--- src/rtl/iobus_uart_pkg.sv ---
// Shared definitions for the IOBUS UART transmitter: register offsets,
// STATUS bit positions, TX state encoding and the divisor clamp helper.
package iobus_uart_pkg;

   localparam logic [1:0] REG_TXDATA  = 2'd0;
   localparam logic [1:0] REG_STATUS  = 2'd1;
   localparam logic [1:0] REG_BAUDDIV = 2'd2;
   localparam logic [1:0] REG_CTRL    = 2'd3;

   localparam int ST_BUSY      = 0;
   localparam int ST_FULL      = 1;
   localparam int ST_EMPTY     = 2;
   localparam int ST_OVF       = 3;
   localparam int ST_LEVEL_LSB = 8;

   typedef enum logic [1:0] {IDLE, START, DATA, STOP} tx_state_t;

   // A bit period shorter than two cycles is not meaningful, so 0 and 1 act as 2.
   function automatic logic [15:0] eff_div(input logic [15:0] div);
      return (div < 16'd2) ? 16'd2 : div;
   endfunction

endpackage

--- src/rtl/iobus_fifo.sv ---
// Synchronous FIFO with first-word-fall-through read data; pushes into a full
// FIFO and pops from an empty one are ignored.
module iobus_fifo #(
   parameter int WIDTH = 8,
   parameter int DEPTH = 8,
   localparam int AW   = $clog2(DEPTH)
) (
   input  logic             clk,
   input  logic             rst_n,
   input  logic             push,
   input  logic             pop,
   input  logic [WIDTH-1:0] wr_data,
   output logic [WIDTH-1:0] rd_data,
   output logic             full,
   output logic             empty,
   output logic [AW:0]      level
);

   localparam logic [AW:0] FULL_LVL = DEPTH[AW:0];

   logic [WIDTH-1:0] mem [DEPTH];
   logic [AW-1:0]    wr_ptr;
   logic [AW-1:0]    rd_ptr;
   logic             push_ok;
   logic             pop_ok;

   assign full    = (level == FULL_LVL);
   assign empty   = (level == '0);
   assign push_ok = push && !full;
   assign pop_ok  = pop && !empty;
   assign rd_data = mem[rd_ptr];

   always_ff @(posedge clk) begin
      if (push_ok) mem[wr_ptr] <= wr_data;
   end

   always_ff @(posedge clk or negedge rst_n) begin
      if (!rst_n) begin
         wr_ptr <= '0;
         rd_ptr <= '0;
         level  <= '0;
      end else begin
         if (push_ok) wr_ptr <= wr_ptr + AW'(1);
         if (pop_ok)  rd_ptr <= rd_ptr + AW'(1);
         level <= level + {{AW{1'b0}}, push_ok} - {{AW{1'b0}}, pop_ok};
      end
   end

endmodule

--- src/rtl/iobus_uart_tx.sv ---
// Memory-mapped 8N1 UART transmitter on the MCU IOBUS.
// Optional TX-empty interrupt and CTRL register: define IOBUS_UART_IRQ_EN.
//
//   state | meaning
//   IDLE  | line high, waiting for a queued byte
//   START | start bit (line low) for one bit period
//   DATA  | eight data bits, LSB first
//   STOP  | stop bit (line high); chains straight into START if more bytes wait
module iobus_uart_tx
   import iobus_uart_pkg::*;
#(
   parameter logic [31:0] BASE_ADDR   = 32'h1100_0040,
   parameter int          CLK_RATE    = 50,
   parameter int          BAUD        = 115200,
   parameter int          FIFO_DEPTH  = 8,
   parameter int          DEFAULT_DIV = CLK_RATE * 1_000_000 / BAUD
) (
   input  logic        clk,
   input  logic        rst_n,
   input  logic [31:0] iobus_addr,
   input  logic [31:0] iobus_out,
   input  logic        iobus_wr,
   output logic [31:0] iobus_in,
   output logic        rd_hit,
   output logic        tx_out,
   output logic        tx_irq
);

   localparam int LW = $clog2(FIFO_DEPTH) + 1;

   tx_state_t   state;
   logic [15:0] cnt;
   logic [15:0] div_lat;
   logic [2:0]  bit_idx;
   logic [7:0]  shreg;

   logic [15:0] baud_div;
   logic        ovf;
   logic        push_q;
   logic [7:0]  push_data_q;

   logic        wr_hit;
   logic [1:0]  reg_sel;
   logic        fifo_pop;
   logic        fifo_full;
   logic        fifo_empty;
   logic [7:0]  fifo_rd;
   logic [LW-1:0] fifo_level;
   logic [31:0] status;
   logic [31:0] ctrl_rd;
   logic        unused_bits;

   assign rd_hit      = (iobus_addr[31:4] == BASE_ADDR[31:4]);
   assign wr_hit      = iobus_wr && rd_hit;
   assign reg_sel     = iobus_addr[3:2];
   assign unused_bits = ^{iobus_addr[1:0], iobus_out[31:16]};

   // Pop while idle, or at the last cycle of a stop bit so frames chain without a gap.
   assign fifo_pop = !fifo_empty && ((state == IDLE) || (state == STOP && cnt == 16'd0));

   iobus_fifo #(.WIDTH(8), .DEPTH(FIFO_DEPTH)) u_fifo (
      .clk     (clk),
      .rst_n   (rst_n),
      .push    (push_q),
      .pop     (fifo_pop),
      .wr_data (push_data_q),
      .rd_data (fifo_rd),
      .full    (fifo_full),
      .empty   (fifo_empty),
      .level   (fifo_level)
   );

   // Bus writes to TXDATA are staged one cycle before entering the FIFO.
   always_ff @(posedge clk or negedge rst_n) begin
      if (!rst_n) begin
         push_q      <= 1'b0;
         push_data_q <= 8'd0;
         baud_div    <= 16'(DEFAULT_DIV);
         ovf         <= 1'b0;
      end else begin
         push_q      <= wr_hit && (reg_sel == REG_TXDATA);
         push_data_q <= iobus_out[7:0];
         if (push_q && fifo_full)
            ovf <= 1'b1;
         else if (wr_hit && reg_sel == REG_STATUS && iobus_out[ST_OVF])
            ovf <= 1'b0;
         if (wr_hit && reg_sel == REG_BAUDDIV)
            baud_div <= iobus_out[15:0];
      end
   end

   always_ff @(posedge clk or negedge rst_n) begin
      if (!rst_n) begin
         state   <= IDLE;
         cnt     <= 16'd0;
         div_lat <= 16'd2;
         bit_idx <= 3'd0;
         shreg   <= 8'd0;
         tx_out  <= 1'b1;
      end else begin
         case (state)
            IDLE: begin
               if (fifo_pop) begin
                  shreg   <= fifo_rd;
                  div_lat <= eff_div(baud_div);
                  cnt     <= eff_div(baud_div) - 16'd1;
                  tx_out  <= 1'b0;
                  state   <= START;
               end
            end
            START: begin
               if (cnt == 16'd0) begin
                  cnt     <= div_lat - 16'd1;
                  bit_idx <= 3'd0;
                  tx_out  <= shreg[0];
                  shreg   <= {1'b0, shreg[7:1]};
                  state   <= DATA;
               end else begin
                  cnt <= cnt - 16'd1;
               end
            end
            DATA: begin
               if (cnt == 16'd0) begin
                  cnt <= div_lat - 16'd1;
                  if (bit_idx == 3'd7) begin
                     tx_out <= 1'b1;
                     state  <= STOP;
                  end else begin
                     bit_idx <= bit_idx + 3'd1;
                     tx_out  <= shreg[0];
                     shreg   <= {1'b0, shreg[7:1]};
                  end
               end else begin
                  cnt <= cnt - 16'd1;
               end
            end
            STOP: begin
               if (cnt == 16'd0) begin
                  if (fifo_pop) begin
                     shreg   <= fifo_rd;
                     div_lat <= eff_div(baud_div);
                     cnt     <= eff_div(baud_div) - 16'd1;
                     tx_out  <= 1'b0;
                     state   <= START;
                  end else begin
                     state <= IDLE;
                  end
               end else begin
                  cnt <= cnt - 16'd1;
               end
            end
            default: begin
               state  <= IDLE;
               tx_out <= 1'b1;
            end
         endcase
      end
   end

`ifdef IOBUS_UART_IRQ_EN
   logic irq_en;

   always_ff @(posedge clk or negedge rst_n) begin
      if (!rst_n) begin
         irq_en <= 1'b0;
         tx_irq <= 1'b0;
      end else begin
         if (wr_hit && reg_sel == REG_CTRL) irq_en <= iobus_out[0];
         tx_irq <= irq_en && fifo_empty && (state == IDLE);
      end
   end

   assign ctrl_rd = {31'd0, irq_en};
`else
   assign tx_irq  = 1'b0;
   assign ctrl_rd = 32'd0;
`endif

   always_comb begin
      status                       = 32'd0;
      status[ST_BUSY]              = (state != IDLE);
      status[ST_FULL]              = fifo_full;
      status[ST_EMPTY]             = fifo_empty;
      status[ST_OVF]               = ovf;
      status[ST_LEVEL_LSB +: 4]    = 4'(fifo_level);
   end

   always_comb begin
      iobus_in = 32'd0;
      if (rd_hit) begin
         case (reg_sel)
            REG_STATUS:  iobus_in = status;
            REG_BAUDDIV: iobus_in = {16'd0, baud_div};
            REG_CTRL:    iobus_in = ctrl_rd;
            default:     iobus_in = 32'd0;
         endcase
      end
   end

endmodule
--- config.mk ---
export PLATFORM = sky130hd
export DESIGN_NAME = iobus_uart_tx
export DESIGN_NICKNAME = d
export VERILOG_FILES = /design/src/rtl/iobus_uart_pkg.sv /design/src/rtl/iobus_fifo.sv /design/src/rtl/iobus_uart_tx.sv
export SDC_FILE = /design/constraint.sdc
export NUM_CORES = 1
export LEC_CHECK = 0
export CAP_MARGIN = 15
export CORE_UTILIZATION = 56
export DETAILED_ROUTE_END_ITERATION = 6
export PLACE_DENSITY = 0.81
export SLEW_MARGIN = 25
export SYNTH_ARGS = -nofsm -noshare
export SYNTH_HDL_FRONTEND = slang
export SYNTH_SLANG_ARGS = --single-unit
--- constraint.sdc ---
create_clock -name clk -period 4 [get_ports clk]
set_input_delay 0.4 -clock clk [delete_from_list [all_inputs] [get_ports clk]]
set_output_delay 0.4 -clock clk [all_outputs]
set_load 0.02 [all_outputs]
==> results of run 1 <==
==> worst max-delay path: stages (launching register included) <==
cell and delay (ns):
dfrtp_1 0.46, nor3_1 0.39, and4b_1 0.34, nand2_1 0.11, o31ai_1 0.49, ha_1 0.28, nor4b_1 0.24, buf_4 0.19
nand4_1 0.11, xor2_1 0.20, a211oi_1 0.09, or3_1 0.34
==> synth_stat cells, types with 3 or more instances <==
library cell and count:
buf_2 6, clkbuf_1 17, nor4b_1 6, or3_1 8
a22oi_1 7, o21a_1 3, o221ai_1 4, edfxtp_1 64
nor4_1 12, and3_1 11, xor2_1 19, nor2_1 50
buf_4 20, mux2i_1 15, o21ai_0 25, nand2b_1 7
mux4_2 16, nor2b_1 3, a22o_1 5, buf_1 3
nand4_1 4, nand3b_1 3, a21oi_1 23, xnor2_1 18
nor3_1 20, ha_1 21, o31ai_1 3, nand2_1 50
mux2_2 34, dfrtp_1 75, inv_1 20, o22ai_1 7
dfstp_2 7, nand3_1 11, a2bb2oi_1 4, buf_6 4
==> path summary, 6_finish.rpt <==
check / startpoint / end / slack, ns
worst min register to register: shreg[1] / shreg[1] / 0.48
worst max register to register: baud_div[9] / cnt[14] / 0.64
worst min-delay path: rst_n / u_fifo.wr_ptr[1] / 0.07
min in group clk: iobus_out[0] / push_data_q[0] / 0.44
max in group asynchronous: rst_n / baud_div[7] / 3.06
worst max-delay path: baud_div[9] / cnt[14] / 0.64
==> metal layers <==
metal | global-route usage (%) | vias to the layer above
met1 | 32.77 | 2713
met4 | 10.52 | 0
met2 | 44.41 | 243
li1 | - | 2466
met5 | 0 | -
met3 | 4.778 | 37
==> stage by stage <==
stage               instances  cell area (sq um)  utilization [%]  setup WS (ns)  hold slack, ns
global placement          861               8293            62.62         0.8946          0.4616
floorplan                 661               7662                -         0.8821          0.1044
CTS                       893               8905            67.24         0.7134         0.09910
detailed placement        861               8293            62.62         0.7384          0.4752
global route              893               8906            67.25         0.3510          0.1386
finish                    893               8906            67.25         0.6394         0.06675
==> flip-flops by register name (all words and copies together), names as in the netlist <==
signal / count
cnt: 16
bit_idx: 3
u_fifo.wr_ptr: 3
baud_div: 16
tx_out: 1
u_fifo.level: 4
div_lat: 16
ovf: 1
shreg: 8
u_fifo.mem: 64
push_data_q: 8
state: 2
u_fifo.rd_ptr: 3
push_q: 1
==> power breakdown <==
group          leakage (nW)  internal, W  switching, W  total [W]
registers              1.67      0.00157     0.0000105    0.00158
clock network         0.297     0.000952      0.000702    0.00165
logic                  1.65    0.0000589     0.0000710   0.000130
==> cell type report <==
cell class	count	area [sq um]
repair buffers	75	725.7
multi-input cells	444	3289
clock buffers	17	425.4
well taps	176	220.2
flip-flops and latches	146	3984
clock inverters	15	186.4
inverters	20	75.07
fillers	947	4337
==> layout by cell type, fill, tap and decap left out, types with 8 or more instances in the layout <==
cell type        instances
a21oi_1                 23
and3_1                  11
buf_4                   10
clkbuf_16               17
clkdlybuf4s50_1         65
conb_1                  17
dfrtp_1                 74
edfxtp_1                64
ha_1                    21
inv_1                   20
mux2_2                  34
mux2i_1                 15
mux4_2                  16
nand2_1                 50
nand3_1                 11
nor2_1                  50
nor3_1                  20
nor4_1                  12
o21ai_0                 25
or3_1                    8
xnor2_1                 18
xor2_1                  19
==> kinds of logic (layout without fill, tap and decap cells) <==
logic type,after synthesis,in the layout,share of synthesized area [%]
DFF,146,146,52.39
adders and majority gates,22,22,3.720
other,1,17,0.04933
and+or+nand+nor,199,199,13.48
xor gates and xnor gates,37,37,4.263
AOI/OAI and AO/OA,104,104,9.217
buffers and inverters,71,127,5.135
muxes,65,65,11.75
==> reports/summary.txt, run 1 <==
status -> complete, no violations
Tcrit/Tclk final -> 84.02%
Syn Std Cell Area -> 7602 sq um
sinks on the clock net -> 146
All-Layer GR Usage -> 26.01%
wire length on met3 -> 1.104 mm
Die Wd -> 118.5 um
Final ANT Viol Nets -> 0
Yosys reg bits -> 146
Ys Warns -> 0
worst vdd ir -> 0.3168 mV
met1 WL -> 7.062 mm
final hold vios -> 0
H-tree depth -> 4
crit path max fanout -> 6
Clock Tree Buf Depth -> 2
DR WL met2 -> 8.836 mm
ys async rst share -> 56.16%
ys flop type -> dfrtp_1
Worst Tran Pin Value -> 0.9728 ns
die height -> 118.5 um
WP data required -> 4.30 ns
Core Region -> 13240 sq um
unrepaired setup endpoints after global routing -> false
PwrDens -> 378.0 nW/um^2
WS Path Type -> flop to flop
port buffer count -> 66
nature of the critical path startpoint -> flop
Congestion Overflow GR -> 0
Leak -> 3.615 nW
Hold Path Class -> primary input to asynchronous set/reset pin
CTS tree -> yes
Core Rows -> 42
final setup fails -> 0
Synth top area share -> 25.28%
via count -> 5459
I/O pin cnt -> 102
Synth area leader -> edfxtp_1
CTS clock-pin slew for the worst setup and hold paths -> 0.07 ns
antenna cells -> 0
CTS Buf Count -> 17
Critical Path AT -> 3.67 ns
Post-CTS Resized -> 0
die area -> 14050 sq um
synth-to-layout area growth -> 17.15%
cts hold-fix bufs -> 0
Routability Congestion -> 0.8551
Vias/cell -> 6.113
clk_skew -> 0.01127 ns
clk_lat worst skew -> 0.43 ns
Iter 0 DRT Violations -> 440
FF-to-FF path depth -> 11
total wire length -> 17.40 mm
Slew headroom -> 35.15%
mean routed wirelength per cell -> 19.48 um
post-route DRC violation count -> 0
syn_area_per_cell -> 11.79 sq um
uppermost layer routed -> met4
Final #Nets -> 793
setup tns final -> 0 ns
Post-CTS Setup Repair Bufs -> 0
Synth cell types -> 67
number of antenna violations at the first check in global routing -> 0
final slew viol count -> 0
Area contributors post-synth -> edfxtp_1 25%, dfrtp_1 25%, mux2_2 5.0%
first drt pass iteration count -> 5
post-DP HPWL -> 11.55 mm
vias in the first global route -> 5447
largest net degree at the start of global routing -> 62
first-pass GRT wire length -> 27.77 mm
Clock Tree Root -> clkbuf_16
Initial Util -> 57.41%
total power -> 0.003367 W
Final min period -> 3.361 ns
Syn Inst Count -> 645
CP Capture Type -> flop
ratio of cells with drive above 1 in the final layout -> 15.20%
Max Cap Viol -> 0
Seq/Total Area, Yosys -> 52.39%
EDFF count, synth -> 64
Max Fclk -> 297.6 MHz
No activity file was read; power rests on OpenSTA's default activity.
==> run 2, diff against run 1 <==
==> constraint.sdc (replaced) <==
create_clock -name clk -period 3.15 [get_ports clk]
set_input_delay 0.315 -clock clk [delete_from_list [all_inputs] [get_ports clk]]
set_output_delay 0.315 -clock clk [all_outputs]
set_load 0.02 [all_outputs]
==> reports/summary.txt, run 2 (same netlist as run 1, synthesis figures left out) <==
Tcrit/Tclk final -> 95.67%
Leak -> 3.712 nW (+2.7%)
Flop pwr share -> 49.0% (+2.0 points)
Comb pwr share -> 4.1% (+0.2 points)
internal cell power -> 0.003120 W (+21%)
Core Rows -> 42 (unchanged)
sinks on the clock net -> 146 (unchanged)
Final #Nets -> 816 (+2.9%)
Slew headroom -> 48.79% (+14 points)
die height -> 118.5 um (unchanged)
Iter 0 DRT Violations -> 558 (+27%)
I/O pin cnt -> 102 (unchanged)
CTS tree -> yes
Routability Congestion -> 0.8987 (+5.1%)
Filler Cell Count -> 944 (-0.32%)
Final ANT Viol Nets -> 0 (unchanged)
unrepaired setup endpoints after global routing -> false
max FFs per register -> 64 (unchanged)
Die Wd -> 118.5 um (unchanged)
Congestion Overflow GR -> 0 (unchanged)
final slew viol count -> 0 (unchanged)
Initial Util -> 57.41% (unchanged)
most common cell after layout, fill and taps aside -> dfrtp_1
antenna cells -> 0 (unchanged)
port buffer count -> 66 (unchanged)
clk_lat worst skew -> 0.43 ns (about the same)
nature of the critical path startpoint -> primary input
number of antenna violations at the first check in global routing -> 0 (unchanged)
clk_skew -> 0.007215 ns (-0.004050 ns)
CP Capture Type -> primary output
All-Layer GR Usage -> 26.84% (+0.83 points)
Core Region -> 13240 sq um (unchanged)
final setup fails -> 0 (unchanged)
ratio of cells with drive above 1 in the final layout -> 17.70% (+2.5 points)
total wire length -> 17.78 mm (+2.2%)
CTS clock-pin slew for the worst setup and hold paths -> 0.06 ns (about the same)
post-route DRC violation count -> 0 (unchanged)
first drt pass iteration count -> 5 (unchanged)
synth-to-layout area growth -> 19.16%
Critical Path AT -> 2.70 ns (-0.97 ns)
post-DP HPWL -> 12.04 mm (+4.2%)
Post-CTS Setup Repair Bufs -> 0 (unchanged)
H-tree depth -> 4 (unchanged)
vias in the first global route -> 5545 (+1.8%)
final hold vios -> 0 (unchanged)
Clock Tree Root -> clkbuf_16
Max Fclk -> 331.8 MHz
crit path max fanout -> 8 (+2)
die area -> 14050 sq um (unchanged)
worst vdd ir -> 0.4176 mV (+32%)
R2R Setup Slk -> 0.22 ns (-0.42 ns)
PwrDens -> 452.3 nW/um^2 (+20%)
Clock Tree Buf Depth -> 2 (unchanged)
Vias/cell -> 6.008 (-1.7%)
setup tns final -> 0 ns (unchanged)
CTS Buf Count -> 17 (unchanged)
sw frac -> 23.87% (+0.58 points)
first-pass GRT wire length -> 28.43 mm (+2.4%)
Net Switching -> 0.0009780 W (+25%)
WS Path Type -> primary input to primary output
Worst Tran Pin Value -> 0.7682 ns (-0.2046 ns)
largest net degree at the start of global routing -> 43 (-31%)
WP data required -> 2.83 ns (-1.47 ns)
Top reg by flops -> u_fifo.mem
mean routed wirelength per cell -> 19.41 um (-0.35%)
total power -> 0.004098 W (+22%)
Max Cap Viol -> 0 (unchanged)
Hold Path Class -> primary input to flop
via count -> 5503 (+0.81%)
commonest non-fill, non-tap cells in the layout -> 75 x dfrtp_1, 65 x clkdlybuf4s50_1, 64 x edfxtp_1
Clock power frac -> 46.8% (-2.3 points)
status -> complete, no violations
Final min period -> 3.014 ns
run 2: through the flow:
step	instances	worst slack, ns	instance area, sq um	utilization, %	hold slack (ns)
finish	916	0.1362	9059	68.41	0.3969
global route	916	0.04238	9059	68.41	0.3799
CTS	916	0.08765	9047	68.32	0.3781
detailed placement	883	0.1042	8471	63.96	0.3518
global placement	882	0.2639	8451	63.81	0.4606
floorplan	661	0.03206	7662	-	0.01941
run 2: worst paths after layout:
kind / startpoint / to / cells past startpoint
max in group asynchronous: rst_n / baud_div[8] / 3
hold reg to reg: shreg[2] / shreg[2] / 2
hold / removal: iobus_out[3] / push_data_q[3] / 1
min in group asynchronous: rst_n / shreg[3] / 2
setup / recovery: iobus_addr[5] / iobus_in[0] / 7
setup reg to reg: baud_div[8] / cnt[14] / 11
run 2: routing by layer:
| metal | track usage (%) | vias up | routed length [um] |
|---|---|---|---|
| li1 | - | 2510 | - |
| met1 | 34.69 | 2693 | 7392 |
| met2 | 43.82 | 255 | 8755 |
| met3 | 5.598 | 45 | 1145 |
| met4 | 12.03 | 0 | 490 |
| met5 | 0 | - | 0 |
run 2: what timing repair did:
item / 4_1_cts / 5_1_grt
gates resized for setup: 0 / 2
endpoints found under the hold margin: 39 / 0
endpoints found under the setup margin: 0 / 4
hold buffers: 1 / 0
run 2: layout make-up:
type	instances	area [sq um]	area share, %
Sequential cell	146	3983	43.96
Multi-Input combinational cell	444	3301	36.44
Timing Repair Buffer	98	913.4	10.08
Clock buffer	17	425.4	4.696
Tap cell	176	220.2	2.431
Clock inverter	15	141.4	1.561
Inverter	20	75.07	0.8287
run 2: power groups by stage:
stage	clock (W)	sequential [W]	combinational [W]
floorplan	0	0.00204	0.0000835
global placement	0	0.00204	0.000161
detailed placement	0	0.00205	0.000167
CTS	0.00194	0.00201	0.000170
global route	0.00201	0.00201	0.000184
finish	0.00192	0.00201	0.000169
run 2: worst max-delay path: stages:
cell and delay [ns]:
clkdlybuf4s50_1 0.41, nor4_1 0.31, nand4_1 0.13, nor2_1 0.33
nand2_1 0.30, nor2_1 0.26, clkdlybuf4s50_1 0.64
==> run 3, diff against run 2 <==
--- a/config.mk
+++ b/config.mk
@@ -6,8 +6,10 @@
 export NUM_CORES = 1
 export LEC_CHECK = 0
 export CAP_MARGIN = 15
+export CORE_MARGIN = 4
 export CORE_UTILIZATION = 56
 export DETAILED_ROUTE_END_ITERATION = 6
+export MAX_ROUTING_LAYER = met4
 export PLACE_DENSITY = 0.81
 export SLEW_MARGIN = 25
 export SYNTH_ARGS = -nofsm -noshare
==> reports/summary.txt, run 3 (same netlist as run 1, synthesis figures left out) <==
status -> complete, no violations
Die Wd -> 124.5 um (+5.1%)
internal cell power -> 0.003150 W (+0.98%)
Clock power frac -> 48.2% (+1.4 points)
CP Capture Type -> flop
PwrDens -> 460.7 nW/um^2 (+1.8%)
Place WS -> 0.002586 ns (-0.1016 ns)
H-tree depth -> 4 (unchanged)
Final ANT Viol Nets -> 0 (unchanged)
Clock Tree Buf Depth -> 2 (unchanged)
Net Switching -> 0.001056 W (+8.0%)
final core utilization -> 68.95% (+0.55 points)
crit path max fanout -> 6 (-2)
Critical Path AT -> 3.32 ns (+0.62 ns)
Max Cap Viol -> 0 (unchanged)
clk_skew -> 0.01025 ns (+0.003040 ns)
All-Layer GR Usage -> 25.26% (-1.6 points)
vias in the first global route -> 5784 (+4.3%)
Routability Congestion -> 0.9734 (+8.3%)
largest net degree at the start of global routing -> 47 (+9.3%)
max FFs per register -> 64 (unchanged)
sw frac -> 25.11% (+1.2 points)
Congestion Overflow GR -> 0 (unchanged)
via count -> 5567 (+1.2%)
Final min period -> 2.999 ns (-0.01447 ns)
I/O pin cnt -> 102 (unchanged)
Core Rows -> 42 (unchanged)
final hold vios -> 0 (unchanged)
clk_lat worst skew -> 0.43 ns (about the same)
first-pass GRT wire length -> 30.30 mm (+6.6%)
worst vdd ir -> 0.4250 mV (+1.8%)
ratio of cells with drive above 1 in the final layout -> 18.11% (+0.41 points)
port buffer count -> 66 (unchanged)
synth-to-layout area growth -> 20.11%
post-route DRC violation count -> 0 (unchanged)
Flop pwr share -> 47.7% (-1.3 points)
mean routed wirelength per cell -> 20.12 um (+3.6%)
Iter 0 DRT Violations -> 623 (+12%)
Leak -> 3.735 nW (+0.64%)
setup tns final -> 0 ns (unchanged)
nature of the critical path startpoint -> flop
sinks on the clock net -> 146 (unchanged)
Vias/cell -> 6.078 (+1.2%)
CTS clock-pin slew for the worst setup and hold paths -> 0.07 ns (about the same)
CTS tree -> yes
Initial Util -> 57.41% (unchanged)
Top reg by flops -> u_fifo.mem
unrepaired setup endpoints after global routing -> false
die area -> 15500 sq um (+10%)
most common cell after layout, fill and taps aside -> dfrtp_1
Hold Path Class -> primary input to flop
WS Path Type -> flop to flop
Filler Cell Count -> 867 (-8.2%)
number of antenna violations at the first check in global routing -> 0 (unchanged)
Final #Nets -> 816 (unchanged)
Core Region -> 13240 sq um (unchanged)
Comb pwr share -> 4.1% (about the same)
final slew viol count -> 0 (unchanged)
Worst Tran Pin Value -> 0.7870 ns (+0.01878 ns)
Slew headroom -> 47.53% (-1.3 points)
Clock Tree Root -> clkbuf_16
total wire length -> 18.43 mm (+3.6%)
Max Fclk -> 333.4 MHz (+0.48%)
CTS Buf Count -> 17 (unchanged)
die height -> 124.5 um (+5.1%)
commonest non-fill, non-tap cells in the layout -> 75 x dfrtp_1, 65 x clkdlybuf4s50_1, 64 x edfxtp_1
first drt pass iteration count -> 5 (unchanged)
WP data required -> 3.47 ns (+0.64 ns)
final worst slack -> 0.1507 ns (+0.01447 ns)
post-DP HPWL -> 12.56 mm (+4.4%)
final setup fails -> 0 (unchanged)
Tcrit/Tclk final -> 95.22% (-0.46 points)
antenna cells -> 0 (unchanged)
==> run 3: cell count changes in the layout (fill, tap and decap cells not counted), sizes merged <==
cell	delta
clkinv	+5
inv	-4
clkinvlp	-1
==> run 3: routing by layer <==
metal	vias to the layer above	track usage [%]	share of wire [%]
li1	2515	-	-
met1	2748	31.85	40
met2	263	41.13	51
met3	41	4.803	7.0
met4	0	9.026	2.5
met5	-	-	0
==> run 3: area by class of cell <==
cell class	instances	area, sq um	share of cell area (%)
flip-flops and latches	146	3983	43.61
multi-input cells	444	3317	36.32
repair buffers	98	920.9	10.08
clock buffers	17	425.4	4.659
well taps	176	220.2	2.412
clock inverters	15	190.2	2.083
inverters	20	75.07	0.8221
==> run 3: path summary, 6_finish.rpt <==
| check | from | end | slack (ns) | depth (start not counted) |
|---|---|---|---|---|
| max reg2reg | cnt[0] | u_fifo.level[1] | 0.15 | 11 |
| max in group asynchronous | rst_n | baud_div[8] | 2.07 | 3 |
| min reg2reg | shreg[2] | shreg[2] | 0.48 | 2 |
| max | cnt[0] | u_fifo.level[1] | 0.15 | 11 |
| min | iobus_out[1] | push_data_q[1] | 0.37 | 1 |
| min in group asynchronous | rst_n | shreg[0] | 0.41 | 2 |
==> run 3: worst max-delay path, stage by stage, from the launching register on <==
cell     delay (ns)
dfrtp_1        0.41
inv_1          0.09
ha_2           0.23
or4b_4         0.52
nor3_4         0.22
a41o_1         0.27
ha_1           0.26
inv_1          0.08
ha_1           0.19
inv_1          0.08
fa_1           0.49
inv_1          0.05
==> run 3: what timing repair did <==
action	in CTS	in global routing
hold buffers	1	0
endpoints found under the setup margin	2	10
setup buffers	0	1
hold endpoints to repair	32	0
gates resized for setup	2	3
pin swaps	0	1
==> run 3: per-stage QoR <==
stage                     instances  total power [W]  area [sq um]  hold WS, ns
after floorplan                 661         0.002125          7662      0.01941
after global placement          881         0.002205          8443       0.4612
after detailed placement        882         0.002216          8471       0.3284
after CTS                       915         0.004217          9106       0.3711
after global routing            916         0.004327          9131       0.3792
final                           916         0.004206          9131       0.3651
==> run 3: power groups by stage <==
stage	combinational (W)	clock, W	sequential (W)
global placement	0.000161	0	0.00204
detailed placement	0.000170	0	0.00205
floorplan	0.0000835	0	0.00204
finish	0.000172	0.00203	0.00201
global route	0.000187	0.00213	0.00201
CTS	0.000172	0.00204	0.00201
